**src/rtl/morse_pkg.sv**
```systemverilog
// Shared types and timing constants for the Morse keyer slice.
package morse_pkg;

  typedef enum logic [2:0] {
    IDLE,
    LOAD,
    MARK,
    SPACE,
    GAP,
    WORD
  } state_t;

  localparam int unsigned DOT_U        = 1;
  localparam int unsigned DASH_U       = 3;
  localparam int unsigned ELEM_GAP_U   = 1;
  localparam int unsigned LETTER_GAP_U = 3;
  localparam int unsigned WORD_EXTRA_U = 4;

  localparam logic [1:0] KIND_INVALID = 2'd0;
  localparam logic [1:0] KIND_SYMBOL  = 2'd1;
  localparam logic [1:0] KIND_SPACE   = 2'd2;

  typedef struct packed {
    logic [2:0] len;
    logic [4:0] bits;
    logic [1:0] kind;
  } pattern_t;

  // Codes are written right-aligned; the keyer consumes them from bits[4] down.
  function automatic pattern_t mk_symbol(input logic [2:0] len, input logic [4:0] code);
    pattern_t p;
    p.len  = len;
    p.bits = code << (3'd5 - len);
    p.kind = KIND_SYMBOL;
    return p;
  endfunction

endpackage

```
**src/rtl/morse_rom.sv**
```systemverilog
// Combinational ASCII to Morse pattern lookup (1 = dash, 0 = dot).
module morse_rom
  import morse_pkg::*;
(
  input  logic [7:0] ch,
  output pattern_t   pat
);

  logic [7:0] folded;

  always_comb begin
    folded = ch;
    if (ch >= "a" && ch <= "z") folded = ch - 8'd32;

    pat = '{len: '0, bits: '0, kind: KIND_INVALID};
    case (folded)
      "A": pat = mk_symbol(3'd2, 5'b00001);
      "B": pat = mk_symbol(3'd4, 5'b01000);
      "C": pat = mk_symbol(3'd4, 5'b01010);
      "D": pat = mk_symbol(3'd3, 5'b00100);
      "E": pat = mk_symbol(3'd1, 5'b00000);
      "F": pat = mk_symbol(3'd4, 5'b00010);
      "G": pat = mk_symbol(3'd3, 5'b00110);
      "H": pat = mk_symbol(3'd4, 5'b00000);
      "I": pat = mk_symbol(3'd2, 5'b00000);
      "J": pat = mk_symbol(3'd4, 5'b00111);
      "K": pat = mk_symbol(3'd3, 5'b00101);
      "L": pat = mk_symbol(3'd4, 5'b00100);
      "M": pat = mk_symbol(3'd2, 5'b00011);
      "N": pat = mk_symbol(3'd2, 5'b00010);
      "O": pat = mk_symbol(3'd3, 5'b00111);
      "P": pat = mk_symbol(3'd4, 5'b00110);
      "Q": pat = mk_symbol(3'd4, 5'b01101);
      "R": pat = mk_symbol(3'd3, 5'b00010);
      "S": pat = mk_symbol(3'd3, 5'b00000);
      "T": pat = mk_symbol(3'd1, 5'b00001);
      "U": pat = mk_symbol(3'd3, 5'b00001);
      "V": pat = mk_symbol(3'd4, 5'b00001);
      "W": pat = mk_symbol(3'd3, 5'b00011);
      "X": pat = mk_symbol(3'd4, 5'b01001);
      "Y": pat = mk_symbol(3'd4, 5'b01011);
      "Z": pat = mk_symbol(3'd4, 5'b01100);
      "0": pat = mk_symbol(3'd5, 5'b11111);
      "1": pat = mk_symbol(3'd5, 5'b01111);
      "2": pat = mk_symbol(3'd5, 5'b00111);
      "3": pat = mk_symbol(3'd5, 5'b00011);
      "4": pat = mk_symbol(3'd5, 5'b00001);
      "5": pat = mk_symbol(3'd5, 5'b00000);
      "6": pat = mk_symbol(3'd5, 5'b10000);
      "7": pat = mk_symbol(3'd5, 5'b11000);
      "8": pat = mk_symbol(3'd5, 5'b11100);
      "9": pat = mk_symbol(3'd5, 5'b11110);
      " ": pat = '{len: '0, bits: '0, kind: KIND_SPACE};
      default: ;
    endcase
  end

endmodule

```
**src/rtl/morse_keyer.sv**
```systemverilog
// Accepts one character per valid/ready transfer and drives the Morse key envelope.
module morse_keyer
  import morse_pkg::*;
#(
  parameter int unsigned UNIT_CYCLES = 5_000_000
) (
  input  logic       iCLK,
  input  logic       iRST_N,
  input  logic [7:0] iCHAR,
  input  logic       iVALID,
  output logic       oREADY,
  output logic       oKEY,
  output logic       oBUSY,
  output logic       oDONE
);

  localparam int unsigned CNT_W = $clog2(4 * UNIT_CYCLES + 1);

  localparam logic [CNT_W-1:0] DOT_LOAD    = CNT_W'(DOT_U * UNIT_CYCLES - 1);
  localparam logic [CNT_W-1:0] DASH_LOAD   = CNT_W'(DASH_U * UNIT_CYCLES - 1);
  localparam logic [CNT_W-1:0] ELEM_LOAD   = CNT_W'(ELEM_GAP_U * UNIT_CYCLES - 1);
  localparam logic [CNT_W-1:0] LETTER_LOAD = CNT_W'(LETTER_GAP_U * UNIT_CYCLES - 1);
  localparam logic [CNT_W-1:0] WORD_LOAD   = CNT_W'(WORD_EXTRA_U * UNIT_CYCLES - 1);

  state_t           state;
  logic [7:0]       char_q;
  logic [4:0]       bits;
  logic [2:0]       idx;
  logic [CNT_W-1:0] cnt;
  logic             key;
  logic             done;
  pattern_t         pat;

  morse_rom u_rom (
    .ch  (char_q),
    .pat (pat)
  );

  assign oREADY = (state == IDLE);
  assign oBUSY  = (state != IDLE);
  assign oKEY   = key;
  assign oDONE  = done;

  // key is updated on the same edge as the state so the envelope lines up with MARK exactly.
  always_ff @(posedge iCLK or negedge iRST_N) begin
    if (!iRST_N) begin
      state  <= IDLE;
      char_q <= '0;
      bits   <= '0;
      idx    <= '0;
      cnt    <= '0;
      key    <= 1'b0;
      done   <= 1'b0;
    end else begin
      done <= 1'b0;
      unique case (state)
        IDLE: begin
          if (iVALID) begin
            char_q <= iCHAR;
            state  <= LOAD;
          end
        end
        LOAD: begin
          case (pat.kind)
            KIND_SYMBOL: begin
              bits  <= pat.bits;
              idx   <= pat.len - 3'd1;
              cnt   <= pat.bits[4] ? DASH_LOAD : DOT_LOAD;
              key   <= 1'b1;
              state <= MARK;
            end
            KIND_SPACE: begin
              cnt   <= WORD_LOAD;
              state <= WORD;
            end
            default: begin
              done  <= 1'b1;
              state <= IDLE;
            end
          endcase
        end
        MARK: begin
          if (cnt != '0) begin
            cnt <= cnt - CNT_W'(1);
          end else begin
            key <= 1'b0;
            if (idx != '0) begin
              idx   <= idx - 3'd1;
              bits  <= {bits[3:0], 1'b0};
              cnt   <= ELEM_LOAD;
              state <= SPACE;
            end else begin
              cnt   <= LETTER_LOAD;
              state <= GAP;
            end
          end
        end
        SPACE: begin
          if (cnt != '0) begin
            cnt <= cnt - CNT_W'(1);
          end else begin
            key   <= 1'b1;
            cnt   <= bits[4] ? DASH_LOAD : DOT_LOAD;
            state <= MARK;
          end
        end
        GAP, WORD: begin
          if (cnt != '0) begin
            cnt <= cnt - CNT_W'(1);
          end else begin
            done  <= 1'b1;
            state <= IDLE;
          end
        end
        default: state <= IDLE;
      endcase
    end
  end

endmodule

```
**config.mk**
```make
export PLATFORM = sky130hd
export DESIGN_NAME = morse_keyer
export DESIGN_NICKNAME = d
export VERILOG_FILES = /design/src/rtl/morse_pkg.sv /design/src/rtl/morse_rom.sv /design/src/rtl/morse_keyer.sv
export SDC_FILE = /design/constraint.sdc
export NUM_CORES = 1
export LEC_CHECK = 0
export ABC_CLOCK_PERIOD_IN_PS = 7000
export BUFFER_PORTS_ARGS = -buffer_cell sky130_fd_sc_hd__buf_2
export CAP_MARGIN = 30
export CORE_MARGIN = 5
export CORE_UTILIZATION = 28
export DETAILED_ROUTE_END_ITERATION = 7
export GPL_TIMING_DRIVEN = 1
export PLACE_DENSITY_LB_ADDON = 0.08
export SLEW_MARGIN = 40
export SYNTH_ARGS = -nofsm -noshare
export SYNTH_HDL_FRONTEND = slang
export SYNTH_HIERARCHICAL = 1
export SYNTH_SLANG_ARGS = --single-unit
```
**constraint.sdc**
```tcl
create_clock -name iCLK -period 7 [get_ports iCLK]
set_input_delay 1.05 -clock iCLK [delete_from_list [all_inputs] [get_ports iCLK]]
set_output_delay 1.05 -clock iCLK [all_outputs]
set_load 0.02 [all_outputs]
```
# == Yosys cells after proc, flatten, opt, wreduce, memory -nomap -nowiden ==
# Index checks and enable logic that the tools add are counted.
# totals
regBits,46
in_bits,11
output_inout_bits,4
elab_cells,112
# op_classes
addsub,4
order_cmp,2
n_eq_ne,52
n_mux,32
reduce_logical,15
# op_table
op,count
10-bit case mux with 37 select lines,1
8-bit by 7-bit equality test with 1-bit output (second input constant),26
25-bit case mux with 4 select lines,1
8-bit by 6-bit equality test with 1-bit output (second input constant),11
25-bit two-way mux,3
24-bit two-way mux,3
25-bit case mux with 2 select lines,1
25-bit nonzero test,1
25-bit by 1-bit subtractor with 25-bit output (second input constant),1
3-bit two-way mux,8
5-bit two-way mux,3
3-bit case mux with 5 select lines,1
2-bit != test (second input constant),7
3-bit case mux with 2 select lines,2
4-bit AND reduction,3
5-bit case mux with 2 select lines,1
3-bit nonzero test,3
8-bit by 7-bit >= comparator with 1-bit output (second input constant),1
8-bit by 7-bit less-or-equal comparator with 1-bit output (second input constant),1
8-bit two-way mux,1
8-bit by 6-bit subtractor with 8-bit output (second input constant),1
3-bit by 2-bit equality test with 1-bit output (second input constant),2
3-bit equality test (second input constant),2
3-bit by 1-bit subtractor with 3-bit output (second input constant),2
14 further kinds,19

# == Depth between registers and ports, before layout ==
# logic_depth
ltp_word,9
mapped_depth,14
depth_no_buf,13

# == Modules after synthesis ==
# Netlist, hierarchy kept.
# modules_own_cells
module,instances,cells_each,area_each_um2,seq_area_each_um2
morse_keyer,1,391,3405.8,1151.1
morse_rom,1,106,716.9,0.0

# == Worst setup path after synthesis ==
# No wires, ideal clock.
# synth_timing
path_kind,flip-flop to flip-flop
startpoint,reg char_q[5]
endpoint,reg cnt[16]
setup_time_ns,0.121
t_arrival_ns,3.251
required_ns,6.879
setup_slack_ns,3.628
path_stages_with_launch,15
n_path_buf,1
synth_period_minus_slack_ns,3.372
path_cell_list,dfrtp_1 > inv_1 > ha_1 > o21a_1 > nor3_4 > nand2_2 > o211ai_1 > inv_1 > ha_1 > nor2b_1 > nor2_1 > nor2_1 > clkbuf_1 > o22ai_1 > a22o_1
# synth_rtl
item,line,rtl
"start, declared",morse_keyer.sv:26,logic [7:0] char_q;
"start signal, assigned",morse_keyer.sv:59,char_q <= iCHAR;
"end signal, assigned",morse_keyer.sv:68,cnt <= pat.bits[4] ? DASH_LOAD : DOT_LOAD;
"end signal, assigned",morse_keyer.sv:84,cnt <= cnt - CNT_W'(1);
"end signal, assigned",morse_keyer.sv:100,cnt <= cnt - CNT_W'(1);
"end, declared",morse_keyer.sv:29,logic [CNT_W-1:0] cnt;

==> PnR_summary.wiki <==
{| class="wikitable"
! Metric !! Value
|-
| Outcome || completed
|-
| Sequential standard cell area || roughly 1200 um^2
|-
| TritonCTS clock tree || done
|-
| # IOs || 15
|-
| Worst Slack Setup Final || ~3 ns
|-
| Comb power frac || a little over half
|-
| # rows || 44
|-
| Die extent in x || roughly 130 um
|-
| Switching power total || 0.0009658 W
|-
| Buffer depth of the longest clock path || 2
|-
| R2R depth || 12
|-
| Gr ovfl total || 0
|-
| Number of vias per cell || between 6 and 7
|-
| Count of clock tree sinks || 46
|-
| Final worst-path cycle share || about 56%
|-
| Final-layout setup total negative slack || 0 ns
|-
| Count of pins over their slew limit || 0
|-
| Resized cells post-CTS || 0
|-
| Number of global-route vias before repair || 3908
|-
| Reg clk slew, reported paths || 0.07 ns
|-
| Count of fill cells added during filler insertion || between 1.5k and 2k
|-
| Core area || around 14000 um^2
|-
| Internal cell power || roughly 0.00097 W
|-
| Largest fanout of any net on the critical path || 9
|-
| Total count of hold-check failures in the final report || 0
|-
| Post-Syn Area || between 4000 and 5000 um^2
|-
| WP data required || between 7 and 8 ns
|-
| Actual transition at the worst max-transition pin || 0.8968 ns
|-
| Maximum level of the CTS H-tree || 2
|-
| Setup repair after global routing missed its margin || false
|-
| Number of distinct library cells after synthesis || roughly 80
|-
| Starting Density || between 20% and 30%
|-
| Die Y || approximately 130 um
|-
| Initial drt markers || around 300
|-
| Number of warning messages in the yosys log || 6
|-
| Power density normalized to cell area || approximately 440 nW/um^2
|-
| Worst voltage drop across the vdd grid || 0.2985 mV
|-
| Final ANT Viol Nets || 0
|-
| # DRC || 0
|-
| Highest clock frequency the design can meet || between 200 and 300 MHz
|-
| Total power || between 0.0015 and 0.002 W
|-
| Sequential group share of total power || about 33%
|-
| Number of buffer cells added on primary ports || 14
|-
| Type of the tightest min-delay check || flop to flop
|-
| Synthesized area per cell || ~8.3 um^2
|-
| Min cycle time layout || between 3 and 4 ns
|-
| Buffers inserted during post-CTS setup optimization || 0
|-
| Post-DP HPWL || just over 10000 um
|-
| Final net count || a little over 500
|-
| Seq/Total Area, Yosys || roughly 28%
|-
| Critical path arrival || 4.15 ns
|-
| Flop and latch count out of synthesis || 46
|-
| Dominant synthesized flop cell || sky130_fd_sc_hd__dfrtp_1
|-
| Maximum number of pins on one net before global-route repair || 51
|-
| CTS Root Buffer Type || sky130_fd_sc_hd__clkbuf_16
|-
| Clock group share of total power || between 10% and 20%
|-
| Antenna cell count || 0
|-
| Count of flip-flops with a built-in enable after synthesis || 0
|-
| Leakage || roughly 1.6 nW
|-
| Gr usage total || between 10% and 20%
|-
| Ratio of cells with drive above 1 in the final layout || between 10 and 15%
|-
| Total vias in the final route || 4202
|-
| Worst Clk Skew || approximately 0.0070 ns
|-
| Proportion of synthesized flip-flops having asynchronous set or reset || 100.0%
|-
| Syn Inst Count || 497
|-
| Area of the die || roughly 17000 um^2
|-
| First-pass GRT wire length || 22630 um
|-
| DRT Wirelength || ~15000 um
|-
| Syn Nets || between 500 and 600
|-
| Placement Setup Slack || about 3.2 ns
|-
| Worst Hold Margin || approximately 0.5 ns
|-
| Average routed wire per standard cell || 21.84 um
|-
| Critical path endpoint category || flop
|-
| Total clock buffers created by CTS || 5
|-
| Number of antenna violations at the first check in global routing || 0
|-
| Drt first pass iters || 5
|-
| Max-cap violations || 0
|-
| Switch share || 49.88%
|-
| Routability congestion estimate from global placement || approximately 0.9
|-
| Area of the multi-input gates || 2688 um^2
|-
| Hold-fix buffers at CTS || 0
|-
| Area growth from synthesis to layout || 7.314%
|-
| Clock Latency Late Sink || roughly 0.30 ns
|-
| Max-slew headroom at the worst pin || roughly two fifths
|-
| Setup CP Type || flop to flop
|-
| Crit start category || flop
|-
| Depth of the worst hold-timing path || 1
|-
| Setup violators final || 0
|}
-- worst max-delay path, stage by stage, from the launching register on --
cell and delay (ns):
sky130_fd_sc_hd__dfrtp_1 0.42, sky130_fd_sc_hd__inv_1 0.11, sky130_fd_sc_hd__ha_1 0.30, sky130_fd_sc_hd__o21a_1 0.21, sky130_fd_sc_hd__nor3_4 0.33, sky130_fd_sc_hd__nand2_2 0.15
sky130_fd_sc_hd__o211ai_1 0.32, sky130_fd_sc_hd__inv_1 0.11, sky130_fd_sc_hd__ha_1 0.34, sky130_fd_sc_hd__nor2b_1 0.37, sky130_fd_sc_hd__nor2_1 0.15, sky130_fd_sc_hd__o21ai_1 0.73
sky130_fd_sc_hd__o221a_2 0.31
-- through the flow --
stage                     util [%]  area, um^2  cells
after floorplan                  -        4123    497
after global placement       29.53        4275    663
after detailed placement     29.53        4275    663
after CTS                    30.49        4414    669
after global routing         30.56        4424    669
final                        30.56        4424    669
-- metal layers --
| layer | vias up | wire [um] | GRT usage [%] |
|---|---|---|---|
| met2 | 145 | 7290 | 27.54 |
| li1 | 1916 | - | - |
| met4 | 0 | 395 | 5.943 |
| met3 | 29 | 691 | 2.523 |
| met1 | 2112 | 6233 | 20.67 |
| met5 | - | 0 | 0 |
-- layout make-up --
type | count | area share [%]
inverter | 18 | 1.527
timing repair buffer | 24 | 3.281
clock buffer | 6 | 3.139
sequential | 46 | 26.10
tap | 184 | 5.204
multi-input combinational | 391 | 60.75
-- power groups by stage --
stage               clock, W  sequential (W)  combinational [W]
global placement           0        0.000626            0.00105
global route        0.000265        0.000663            0.00115
detailed placement         0        0.000628            0.00105
floorplan                  0        0.000471           0.000936
CTS                 0.000257        0.000624            0.00105
finish              0.000247        0.000631            0.00106
-- cells by family after synthesis --
family                   Yosys count  synth area share [%]
flip-flops                        46                 27.92
XOR/XNOR                           2                0.4250
AO/OA/AOI/OAI                    167                 29.04
multiplexers                      24                 6.434
buffers and inverters             60                 7.041
AND/OR/NAND/NOR                  190                 26.71
adder cells (fa/ha/maj)            8                 2.428
-- sequential cells by signal (all words and copies together), names as in the netlist --
name    count
cnt        25
char_q      8
bits        5
idx         3
state       3
oDONE       1
oKEY        1
-- final timing paths --
kind / startpoint / end / slack (ns)
max: char_q[5] / cnt[19] / 3.09
min: oKEY / oKEY / 0.49
max reg2reg: char_q[5] / cnt[19] / 3.09
min reg2reg: oKEY / oKEY / 0.49
max in group asynchronous: iRST_N / char_q[1] / 5.67
min in group asynchronous: iRST_N / cnt[18] / 0.87
-- cells in the mapped netlist (5+ instances only) --
cell	n	area (um^2)
sky130_fd_sc_hd__mux2_2	20	225.2
sky130_fd_sc_hd__a31oi_1	6	37.54
sky130_fd_sc_hd__dfrtp_1	46	1151
sky130_fd_sc_hd__nor3_1	24	120.1
sky130_fd_sc_hd__nand2b_1	11	68.82
sky130_fd_sc_hd__buf_6	6	67.56
sky130_fd_sc_hd__o31ai_1	6	45.04
sky130_fd_sc_hd__nand3_1	13	65.06
sky130_fd_sc_hd__nand4_1	10	62.56
sky130_fd_sc_hd__ha_1	8	100.1
sky130_fd_sc_hd__clkbuf_1	26	97.59
sky130_fd_sc_hd__a21oi_1	24	120.1
sky130_fd_sc_hd__inv_1	15	56.30
sky130_fd_sc_hd__nor2b_1	10	62.56
sky130_fd_sc_hd__or4_1	6	45.04
sky130_fd_sc_hd__nor2_1	36	135.1
sky130_fd_sc_hd__o22ai_1	12	75.07
sky130_fd_sc_hd__o21ai_0	27	135.1
sky130_fd_sc_hd__o211ai_1	7	52.55
sky130_fd_sc_hd__or3_1	7	43.79
sky130_fd_sc_hd__buf_2	7	35.03
sky130_fd_sc_hd__nand2_1	22	82.58
sky130_fd_sc_hd__and4_1	5	43.79
sky130_fd_sc_hd__nor4_1	12	75.07
sky130_fd_sc_hd__a211oi_1	10	75.07
sky130_fd_sc_hd__a22o_1	7	61.31
-- cell usage in the layout (no fill, tap or decap), types with 11 or more instances in the layout --
cell                        n
sky130_fd_sc_hd__mux2_2    20
sky130_fd_sc_hd__nand3_1   13
sky130_fd_sc_hd__buf_2     14
sky130_fd_sc_hd__dfrtp_1   43
sky130_fd_sc_hd__nor3_1    24
sky130_fd_sc_hd__o22ai_1   12
sky130_fd_sc_hd__o21ai_0   27
sky130_fd_sc_hd__nand2_1   22
sky130_fd_sc_hd__a21oi_1   24
sky130_fd_sc_hd__nor2_1    36
sky130_fd_sc_hd__nor4_1    11
sky130_fd_sc_hd__nand2b_1  11
sky130_fd_sc_hd__inv_1     15
Note: power is estimated with default switching activity, not from simulation.
